$ cat config.mk
export PLATFORM = sky130hd
export DESIGN_NAME = blink_round_ctrl
export DESIGN_NICKNAME = d
export VERILOG_FILES = /design/src/rtl/blink_round_ctrl.sv
export SDC_FILE = /design/constraint.sdc
export NUM_CORES = 1
export LEC_CHECK = 0
export BUFFER_PORTS_ARGS = -buffer_cell sky130_fd_sc_hd__buf_4
export CAP_MARGIN = 15
export CORE_AREA = 2 2 115 173
export CTS_CLUSTER_DIAMETER = 50
export DETAILED_ROUTE_END_ITERATION = 10
export DIE_AREA = 0 0 117 175
export PLACE_DENSITY_LB_ADDON = 0.15
export SLEW_MARGIN = 0
export SYNTH_ARGS = -nofsm -noshare
export SYNTH_HDL_FRONTEND = slang
export SYNTH_SLANG_ARGS = --single-unit
$ cat constraint.sdc
create_clock -name clk -period 2.75 [get_ports clk]
set_input_delay 0.275 -clock clk [delete_from_list [all_inputs] [get_ports clk]]
set_output_delay 0.275 -clock clk [all_outputs]
set_load 0.005 [all_outputs]
$ cat src/rtl/blink_round_ctrl.sv
// Purpose: iterative Blink block encryptor; one round datapath applies R NUM_ROUNDS times to a 64-bit state.
// Latency: out_valid rises NUM_ROUNDS edges after accept (NUM_ROUNDS/2 with BLINK_TWO_ROUND_EN defined).
// Backpressure: in_ready low outside IDLE; ciphertext held stable in DONE until out_ready is seen.
//
// Round R(tk, s): state is 16 nibbles, cell i = s[4i+3:4i], cell (row r, col c) = index 4r+c.
//   SubCells       : PRESENT 4-bit S-box on every cell.
//   MixColumns_AddKey : each cell becomes the XOR of the other three cells of its column, XOR tk cell.
//   ShuffleCells   : out cell i = in cell P[i], P = {0,10,5,15,14,4,11,1,9,3,12,6,7,13,2,8}.
// Optional macro BLINK_TWO_ROUND_EN: two chained rounds per cycle, same ciphertext.
module blink_round_ctrl #(
    parameter int         NUM_ROUNDS = 16,
    parameter logic [5:0] RC_INIT    = 6'b000001
) (
    input  logic        clk,
    input  logic        rst_n,
    input  logic        in_valid,
    output logic        in_ready,
    input  logic [63:0] in_data,
    input  logic [63:0] in_key,
    output logic        out_valid,
    input  logic        out_ready,
    output logic [63:0] out_data,
    output logic        busy,
    output logic [5:0]  round_idx
);

`ifdef BLINK_TWO_ROUND_EN
    localparam int STEP = 2;
`else
    localparam int STEP = 1;
`endif
    localparam logic [5:0] LAST_IDX = 6'(NUM_ROUNDS - STEP);

    typedef enum logic [1:0] {S_IDLE, S_RUN, S_DONE} state_t;

    state_t      state;
    state_t      state_nxt;
    logic [63:0] blk;
    logic [63:0] key;
    logic [5:0]  rc;
    logic [63:0] blk_step;
    logic [5:0]  rc_step;
    logic        last_round;

    function automatic logic [3:0] sbox(input logic [3:0] x);
        case (x)
            4'h0: sbox = 4'hC;  4'h1: sbox = 4'h5;  4'h2: sbox = 4'h6;  4'h3: sbox = 4'hB;
            4'h4: sbox = 4'h9;  4'h5: sbox = 4'h0;  4'h6: sbox = 4'hA;  4'h7: sbox = 4'hD;
            4'h8: sbox = 4'h3;  4'h9: sbox = 4'hE;  4'hA: sbox = 4'hF;  4'hB: sbox = 4'h8;
            4'hC: sbox = 4'h4;  4'hD: sbox = 4'h7;  4'hE: sbox = 4'h1;  default: sbox = 4'h2;
        endcase
    endfunction

    function automatic int shuf_src(input int i);
        case (i)
            0: shuf_src = 0;    1: shuf_src = 10;   2: shuf_src = 5;    3: shuf_src = 15;
            4: shuf_src = 14;   5: shuf_src = 4;    6: shuf_src = 11;   7: shuf_src = 1;
            8: shuf_src = 9;    9: shuf_src = 3;    10: shuf_src = 12;  11: shuf_src = 6;
            12: shuf_src = 7;   13: shuf_src = 13;  14: shuf_src = 2;   default: shuf_src = 8;
        endcase
    endfunction

    function automatic logic [63:0] round_fn(input logic [63:0] tk, input logic [63:0] s);
        logic [63:0] sc;
        logic [63:0] mc;
        logic [63:0] sh;
        logic [3:0]  par;
        for (int i = 0; i < 16; i++) begin
            sc[4*i +: 4] = sbox(s[4*i +: 4]);
        end
        // Column parity XOR own cell equals XOR of the other three cells.
        for (int c = 0; c < 4; c++) begin
            par = sc[4*c +: 4] ^ sc[4*(c+4) +: 4] ^ sc[4*(c+8) +: 4] ^ sc[4*(c+12) +: 4];
            for (int r = 0; r < 4; r++) begin
                mc[4*(4*r+c) +: 4] = par ^ sc[4*(4*r+c) +: 4] ^ tk[4*(4*r+c) +: 4];
            end
        end
        for (int i = 0; i < 16; i++) begin
            sh[4*i +: 4] = mc[4*shuf_src(i) +: 4];
        end
        return sh;
    endfunction

    function automatic logic [5:0] lfsr_next(input logic [5:0] x);
        return {x[4:0], x[5] ^ x[4]};
    endfunction

    // Round datapath: one or two chained R applications per cycle.
    always_comb begin
        logic [63:0] r1;
        logic [5:0]  rc1;
        r1 = round_fn(key ^ {58'b0, rc}, blk);
        rc1 = lfsr_next(rc);
`ifdef BLINK_TWO_ROUND_EN
        blk_step = round_fn(key ^ {58'b0, rc1}, r1);
        rc_step  = lfsr_next(rc1);
`else
        blk_step = r1;
        rc_step  = rc1;
`endif
        last_round = (round_idx == LAST_IDX);
    end

    // State register.
    always_ff @(posedge clk or negedge rst_n) begin
        if (!rst_n) state <= S_IDLE;
        else        state <= state_nxt;
    end

    // Next-state decode.
    always_comb begin
        state_nxt = state;
        case (state)
            S_IDLE:  if (in_valid)   state_nxt = S_RUN;
            S_RUN:   if (last_round) state_nxt = S_DONE;
            S_DONE:  if (out_ready)  state_nxt = S_IDLE;
            default: state_nxt = S_IDLE;
        endcase
    end

    // Handshake outputs decoded from state only, no input-to-output path.
    always_comb begin
        in_ready  = 1'b0;
        out_valid = 1'b0;
        busy      = 1'b0;
        case (state)
            S_IDLE:  in_ready = 1'b1;
            S_RUN:   busy = 1'b1;
            S_DONE:  begin out_valid = 1'b1; busy = 1'b1; end
            default: in_ready = 1'b0;
        endcase
    end

    // Block, key, round constant and round counter; key only loads on accept.
    always_ff @(posedge clk or negedge rst_n) begin
        if (!rst_n) begin
            blk       <= 64'd0;
            key       <= 64'd0;
            rc        <= RC_INIT;
            round_idx <= 6'd0;
        end else begin
            case (state)
                S_IDLE: if (in_valid) begin
                    blk       <= in_data;
                    key       <= in_key;
                    rc        <= RC_INIT;
                    round_idx <= 6'd0;
                end
                S_RUN: begin
                    blk       <= blk_step;
                    rc        <= rc_step;
                    round_idx <= round_idx + 6'(STEP);
                end
                S_DONE: if (out_ready) round_idx <= 6'd0;
                default: round_idx <= 6'd0;
            endcase
        end
    end

    assign out_data = blk;

endmodule

* After elaboration in Yosys (flattened, before gate mapping)
Memory sizes are Yosys's and may differ from the RTL's.
Index checks and enable logic that the tools add are counted.
** Storage, ports and cells
- Register bits :: 142
- Bits in read-only memories :: 1024
- Bits of input ports :: 132
- Output and inout port bits :: 73
- Logic and storage cells :: 95
- Memories kept :: 16
** Memories
- (name not given) :: words 16, width 4, read ports 1, clocked after memory_dff 0, wr ports 0, RTL line 46 : case (x)
- (name not given) :: words 16, width 4, read ports 1, clocked after memory_dff 0, wr ports 0, RTL line 46
- (name not given) :: words 16, width 4, read ports 1, clocked after memory_dff 0, wr ports 0, RTL line 46
- (name not given) :: words 16, width 4, read ports 1, clocked after memory_dff 0, wr ports 0, RTL line 46
- (name not given) :: words 16, width 4, read ports 1, clocked after memory_dff 0, wr ports 0, RTL line 46
- (name not given) :: words 16, width 4, read ports 1, clocked after memory_dff 0, wr ports 0, RTL line 46
- +10 memories
** Cells by class
- Add/subtract/negate cells :: 1
- Equality and inequality tests :: 6
- Mux-type cells :: 14
- Bitwise gates (word level) :: 46
- Reduce and logical (&&, ||, !) cells :: 7
** Operators with widths (count)
- $xor 4x4->4 :: 44
- $pmux 64 s2 :: 1
- $mux 64 :: 1
- $xor 64x6->64 :: 1
- $mux 6 :: 3
- $pmux 6 s3 :: 1
- $pmux 6 s2 :: 1
- $add 6x1->6 const B :: 1
- $eq 6x4->1 const B :: 1
- $mux 2 :: 3
- $ne 2x2->1 const B :: 3
- $pmux 2 s3 :: 1
- $reduce_and 2->1 :: 3
- $mux 1 :: 3
- $reduce_and 3->1 :: 1
- $eq 2x1->1 const B :: 1
- $eq 2x2->1 const B :: 1
- $logic_not 2->1 :: 1
- $reduce_bool 2->1 :: 1
- $reduce_or 2->1 :: 1
- $xor 1x1->1 :: 1

* Logic depth before layout (Yosys ltp)
Gate-level depths: netlist (run 1).
An unclocked memory read counts as a cell.
- Word-level depth :: 7
- Mapped depth :: 9
- Gate-level depth less buffers :: 8

* Worst setup path after synthesis (run 1)
No wires, ideal clock.
- Path kind :: register to register
- Start point :: register blk[24], in the netlist out_data[24]
- End point :: register blk[46], in the netlist out_data[46]
- Library setup time :: 0.129 ns
- Data arrival time :: 2.087 ns
- Data required time :: 2.621 ns
- Path slack :: 0.533 ns
- Stages on the path, launching flop included :: 8
- Path buffers :: 0
- Period minus slack after synthesis :: 2.217 ns
- Cells stage by stage :: dfrtp_1 > inv_1 > ha_1 > mux4_2 > xor2_1 > xor2_1 > xor2_1 > o22ai_1
** Between the ends
- Cells in the longest elaborated chain, start to end :: 7
** RTL lines
- from (decl) :: RTL line 38 : logic [63:0] blk;
- from (signal assigned) :: RTL line 144 : blk <= in_data;
- from (signal assigned) :: RTL line 150 : blk <= blk_step;
- $mem_v2 16x4 *
- $xor 4x4->4 (3 in series) :: RTL line 73 : par = sc[4*c +: 4] ^ sc[4*(c+4) +: 4] ^ sc[4*(c+8) +: 4] ^ sc[4*(c+12) +: 4];
- $xor 4x4->4 * (2 in series) :: RTL line 75 : mc[4*(4*r+c) +: 4] = par ^ sc[4*(4*r+c) +: 4] ^ tk[4*(4*r+c) +: 4];
- $pmux 64 s2 * :: RTL line 142 : case (state)
Every way passes the cells marked *; elsewhere a longest branch is shown, timed or not.
A chain may end at the register's enable or synchronous reset.

* Worst setup path after layout (run 1)
- Start point :: register blk[40], in the netlist out_data[40]
- End point :: register blk[4], in the netlist out_data[4]
** Between the ends
- Cells in the longest elaborated chain, start to end :: 6
** RTL lines (RTL line)
- $mem_v2 16x4 *
- $xor 4x4->4 (2 in series) :: 73
- $xor 4x4->4 * (2 in series) :: 75
- $pmux 64 s2 * :: 142
Marked as above.

==> key figures, run 1 <==
STA
  • Fin. Hold Viols: 0
  • Final Hold Slack: between 70 and 80 ps
  • Minimum clock period: between 2000 and 3000 ps
  • TNS Setup: 0 ps
  • RSZ-0062 raised after global routing: no
  • Clk_skew: 8.64 ps
  • Achievable frequency: 0.388 GHz
  • Slew Viols, Final: 0
  • Tcrit/Tclk final: 93.7%
  • Worst relative slew slack: 50.1%
  • Transition time of the tightest slew-check pin: 740 ps
  • Final setup vio count: 0

Floorplanning
  • Starting Density: 56.0%
  • Chip height: between 150 and 200 µm
  • Row cnt: 62
  • Die area: 20500 µm²
  • Boundary Pins: roughly 210
  • Die Width: 117 µm
  • Core box area: 19000 µm²

Synth
  • Syn_nets: about 1200
  • Post-Synth Adder-Cell Area: 10.9%
  • Post-synth EDFFs: 0
  • Xor and xnor area share after synthesis: 13.5%
  • Post-Synthesis Cell Area: 10600 µm²
  • Post-Synthesis Cells: 1003
  • Mapped Avg Cell Area: ~11 µm²
  • Multiplexer share of the synthesized area: 19.7%
  • Synth warn: 0
  • Synth Area in Compound Gates: between 10% and 20%
  • Post-synth ARST share: 100%
  • Simple-gate area share of the yosys netlist: 6.76%
  • Register area share after synthesis: between 30% and 40%
  • Ys flop type: dfrtp_1
  • Cell variety after synth: 50
  • FF+latch count, synth: ~140
  • Largest family of logic cells by synthesized area: multiplexers

CTS
  • Post_cts resized: 0
  • Max H-tree Level: 4
  • Clock Latency Late Sink: 430 ps
  • Setup Buffers After CTS: 0
  • Total CTS buffers: 17
  • Reg clk slew, reported paths: 60 ps
  • CTS tree: done
  • CTS root buffer: clkbuf_16
  • CTS Buffer Depth: 2
  • # clock sinks: 142
  • Hold_buf cts: 1

Global route
  • First-pass GRT wire length: ~46000 µm
  • Total GRT Usage: between 20% and 30%
  • Initial antenna violation count: 0
  • Total congestion overflow: 0
  • Vias in the first global route: 8525
  • Largest net degree at the start of global routing: 68

Place
  • Post-detailed-placement half-perimeter wirelength: 22800 µm
  • GP Congestion: 0.895
  • Placed Cells: 1430
  • Port Buffers: 204

Route
  • Vias: 8332
  • DRT Pass-1 Iters: 7
  • DR iter-0 viols: between 400 and 500
  • Wire length per cell: 20.3 µm
  • Remaining antenna violation count after routing: 0
  • Vias per inst: between 5 and 6
  • DRC: 0
  • Post-Route WL: a little under 30000 µm

Worst setup path
  • CP max FO: 7
  • Critical Path AT: 2880 ps
  • Crit-path cells: inv_1, ha_1, xnor2_1, o2bb2ai_2, xor2_2, xnor3_2, mux2i_1, nand2_1
  • R2R Setup Slk: ~170 ps
  • CP max-delay cell: dfrtp_1
  • Worst setup SP type: flop
  • R2r endpoint: out_data[4]
  • Slowest stage delay, CP: 500 ps
  • Critical Path End Type: flop
  • Worst reg-to-reg path cell count: 8
  • Critical path required time: 3050 ps
  • CP Class: reg -> reg
  • Start of the worst register-to-register path: out_data[40]

Layout
  • Fin util: around two thirds
  • Non-filler cells, final: 1464
  • Share of layout cells above drive strength 1: 30.2%
  • Layout Nets: roughly 1400
  • Syn-to-layout area delta: 22.6%

Outcome
  • Status: complete, no violations

Min path
  • Hold path endpoint: key[4]
  • Path category of the worst min-delay check: in -> reg
  • Min-delay src: in_key[4]
  • Hold depth: 2

Run
  • Max-cap violations: 0
-- routing by layer --
metal  vias up  routed length, µm  track usage (%)
li1       3885                  -                -
met1      4102              11500             35.7
met2       280              15500             52.3
met3        65               1670             5.72
met4         0               1150             12.4
met5         -                  0                0
-- how the worst max path moves through the flow --
stage | start | endpoint | slack [ps] | depth (start not counted)
2_1_floorplan | out_data[24] | out_data[46] | 530 | 7
3_3_place_gp | out_data[40] | out_data[4] | 180 | 8
3_5_place_dp | out_data[40] | out_data[4] | 160 | 8
4_1_cts | out_data[40] | out_data[4] | 140 | 8
5_1_grt | out_data[40] | out_data[4] | 20 | 8
6_report | out_data[40] | out_data[4] | 170 | 8
-- cell families (layout without fill, tap and decap cells) --
logic type | after synthesis | count (layout)
xor gates and xnor gates | 148 | 148
other | 0 | 1
and+or+nand+nor | 155 | 155
muxes | 161 | 161
DFF | 142 | 142
adders and majority gates | 93 | 93
AOI/OAI and AO/OA | 189 | 189
buffers and inverters | 115 | 319
-- cells in the mapped netlist, types with 22 or more instances --
cell type  instances  area (µm²)
dfrtp_1          141        3530
xnor2_1           96         841
ha_1              93        1160
mux2i_1           65         651
mux2_2            64         721
nor2_1            64         240
inv_1             60         225
o21ai_0           60         300
a21oi_1           47         235
xor2_1            40         350
nand2_1           39         146
clkbuf_1          30         113
mux4_2            30         676
a211oi_1          22         165
-- layout make-up --
class                           instances  area [µm²]
Inverter                               60         225
Sequential cell                       142        3550
Clock inverter                         13         118
Clock buffer                           19         433
Fill cell                            1496        5970
Timing Repair Buffer                  227        1740
Multi-Input combinational cell        746        6650
Antenna cell                            1        2.50
Tap cell                              256         320
-- per-stage QoR --
step                      cell area (µm²)  worst slack (ps)
after detailed placement            12500               159
after CTS                           13000               143
after global routing                13000              15.5
after global placement              12500               181
after floorplan                     10600               533
final                               13000               173
-- critical path: cells and delay by family (launching register included) --
kind | cells | cell delay, ps
buffers and inverters | 1 | 180
adders and majority gates | 1 | 370
xor gates and xnor gates | 3 | 920
AOI/OAI and AO/OA | 1 | 180
muxes | 1 | 200
DFF | 1 | 500
and+or+nand+nor | 1 | 100
-- placed cells by master (no fill, tap or decap), types with 3 or more instances in the layout --
cell / n
xnor2_1: 96
xnor2_2: 3
a211o_1: 5
nand3b_1: 8
a21oi_1: 47
nor2_1: 64
a211oi_1: 22
inv_1: 60
and2_1: 7
or3_1: 8
nor3b_1: 6
mux2i_1: 65
o2bb2ai_2: 4
ha_1: 92
dfrtp_1: 141
a22oi_1: 7
nor3_1: 6
a21o_1: 3
o211ai_1: 9
o22ai_1: 7
xor2_1: 40
clkinv_2: 3
mux2_2: 64
a22o_1: 5
nand2b_1: 7
buf_4: 223
xnor3_1: 6
clkinvlp_4: 5
o21ai_0: 59
o211a_1: 3
nand2_1: 38
and3_1: 7
mux4_2: 30
clkbuf_16: 17
o21bai_1: 4
-- registers in the layout, summed over array words and instances, names as in the netlist --
name	flops
rc	6
out_data	64
round_idx	6
state	2
key	64
Power of run 1 is not shown: default switching activity piles up to over one toggle a cycle in this logic, so the estimate is an artifact.
==> run 2: changes to the inputs <==
- PLACE_DENSITY: unset -> 0.81
- PLACE_DENSITY_LB_ADDON: 0.15 -> unset
- clock period: 2.75 -> 2.7 ns (I/O delays scaled with it)
==> key figures, run 2 (synthesis gave the netlist of run 1 again) <==
Outcome
  • Status: complete, no violations

CTS
  • Reg clk slew, reported paths: 60 ps (about the same)
  • Clock Latency Late Sink: 450 ps (+20 ps)
  • # clock sinks: 142 (unchanged)
  • CTS Buffer Depth: 2 (unchanged)
  • Setup Buffers After CTS: 0 (unchanged)
  • CTS tree: done
  • Max H-tree Level: 4 (unchanged)
  • CTS root buffer: clkbuf_16
  • Total CTS buffers: 17 (unchanged)

Worst setup path
  • CP max FO: 7 (unchanged)
  • Critical Path End Type: flop
  • Critical Path AT: 2920 ps (+40 ps)
  • Worst setup SP type: flop
  • CP Class: reg -> reg
  • Critical path required time: 3010 ps (-40 ps)

Floorplanning
  • Starting Density: 56.0% (unchanged)
  • Core box area: 19000 µm² (unchanged)
  • Chip height: 175 µm (unchanged)
  • Die Width: 117 µm (unchanged)
  • Boundary Pins: 205 (unchanged)
  • Row cnt: 62 (unchanged)
  • Die area: 20500 µm² (unchanged)

Min path
  • Path category of the worst min-delay check: in -> reg

Layout
  • Share of layout cells above drive strength 1: 30.8% (+0.56 points)
  • Syn-to-layout area delta: 23.9%
  • Layout Nets: 1423 (+0.28%)
  • Commonest non-fill, non-tap cell in the layout: buf_4
  • Multi-input logic area: 6650 µm² (about the same)
  • Fillcell total: 1423 (-4.9%)
  • ANT cells: 0 (-1)
  • Commonest non-fill, non-tap cells in the layout: buf_4, dfrtp_1, xnor2_1
  • Register area: 3550 µm² (unchanged)

Global route
  • Total congestion overflow: 0 (unchanged)
  • Vias in the first global route: 8931 (+4.8%)
  • Total GRT Usage: 31.1% (+1.1 points)
  • First-pass GRT wire length: 47900 µm (+4.2%)
  • Largest net degree at the start of global routing: 58 (-15%)
  • Initial antenna violation count: 0 (unchanged)

STA
  • Final setup vio count: 0 (unchanged)
  • Tcrit/Tclk final: 96.6% (+2.9 points)
  • Slew Viols, Final: 0 (unchanged)
  • Clk_skew: 10.6 ps (+1.94 ps)
  • TNS Setup: 0 ps (unchanged)
  • Transition time of the tightest slew-check pin: 1030 ps (+290 ps)
  • Achievable frequency: 0.383 GHz (-1.2%)
  • Worst relative slew slack: 30.5% (-20 points)
  • RSZ-0062 raised after global routing: no
  • Fin. Hold Viols: 0 (unchanged)
  • Minimum clock period: 2610 ps (+30.6 ps)

Place
  • Port Buffers: 204 (unchanged)
  • GP Congestion: 0.879 (-1.8%)
  • Post-detailed-placement half-perimeter wirelength: 23100 µm (+1.2%)

Route
  • DRC: 0 (unchanged)
  • Vias per inst: 5.85 (+2.9%)
  • DRT Pass-1 Iters: 5 (-2)
  • Remaining antenna violation count after routing: 0 (unchanged)
  • Vias: 8588 (+3.1%)
  • Post-Route WL: 30700 µm (+3.0%)
  • Wire length per cell: 20.9 µm (+2.8%)
  • DR iter-0 viols: 519 (+13%)

Run
  • Max-cap violations: 0 (unchanged)
-- run 2: stage by stage --
stage | util (%) | setup slack, ps | area (µm²) | instances | hold WS [ps]
2_1_floorplan | - | 483 | 10600 | 1003 | -25.6
6_report | 69.4 | 92.4 | 13200 | 1467 | 52.4
3_3_place_gp | 65.8 | 36.5 | 12500 | 1434 | 233
4_1_cts | 69.3 | 84.0 | 13200 | 1467 | 48.7
3_5_place_dp | 65.8 | 118 | 12500 | 1434 | 235
5_1_grt | 69.4 | 6.92 | 13200 | 1467 | 47.8
-- run 2: worst paths after layout --
kind	from	to	slack [ps]	cells past startpoint
max	out_data[41]	out_data[16]	90	8
min	in_key[53]	key[53]	50	2
max reg2reg	out_data[41]	out_data[16]	90	8
min reg2reg	key[60]	key[60]	520	1
max in group asynchronous	rst_n	rc[0]	1500	3
min in group asynchronous	rst_n	out_data[3]	330	2
-- run 2: critical path, cell delays in order (launching register included) --
cell and delay (ps):
dfrtp_1 530, inv_1 160, ha_1 350, xnor2_1 180, o2bb2ai_2 170, xor2_2 270
xnor3_1 350, mux2i_1 320, a21oi_1 140
-- run 2: final cells by class --
cell class | instances | area share [%]
Clock buffer | 19 | 3.44
Multi-Input combinational cell | 746 | 50.5
Clock inverter | 13 | 1.60
Timing Repair Buffer | 231 | 13.4
Sequential cell | 142 | 27.0
Inverter | 60 | 1.71
Tap cell | 256 | 2.43
-- run 2: per-layer routing --
metal  vias up  global-route usage [%]  routed length, µm
met1      4231                    35.2              11000
met3       106                    5.58               1720
met2       364                    54.8              16200
met4         0                    15.8               1670
li1       3887                       -                  -
met5         -                       0                  0
-- run 2: repair_timing --
action | 4_1_cts | 5_1_grt
resized for setup | 0 | 3
endpoints found under the hold margin | 40 | 0
hold buffers | 1 | 0
endpoints found under the setup margin | 0 | 3
Power of run 2 is left out for the same reason.
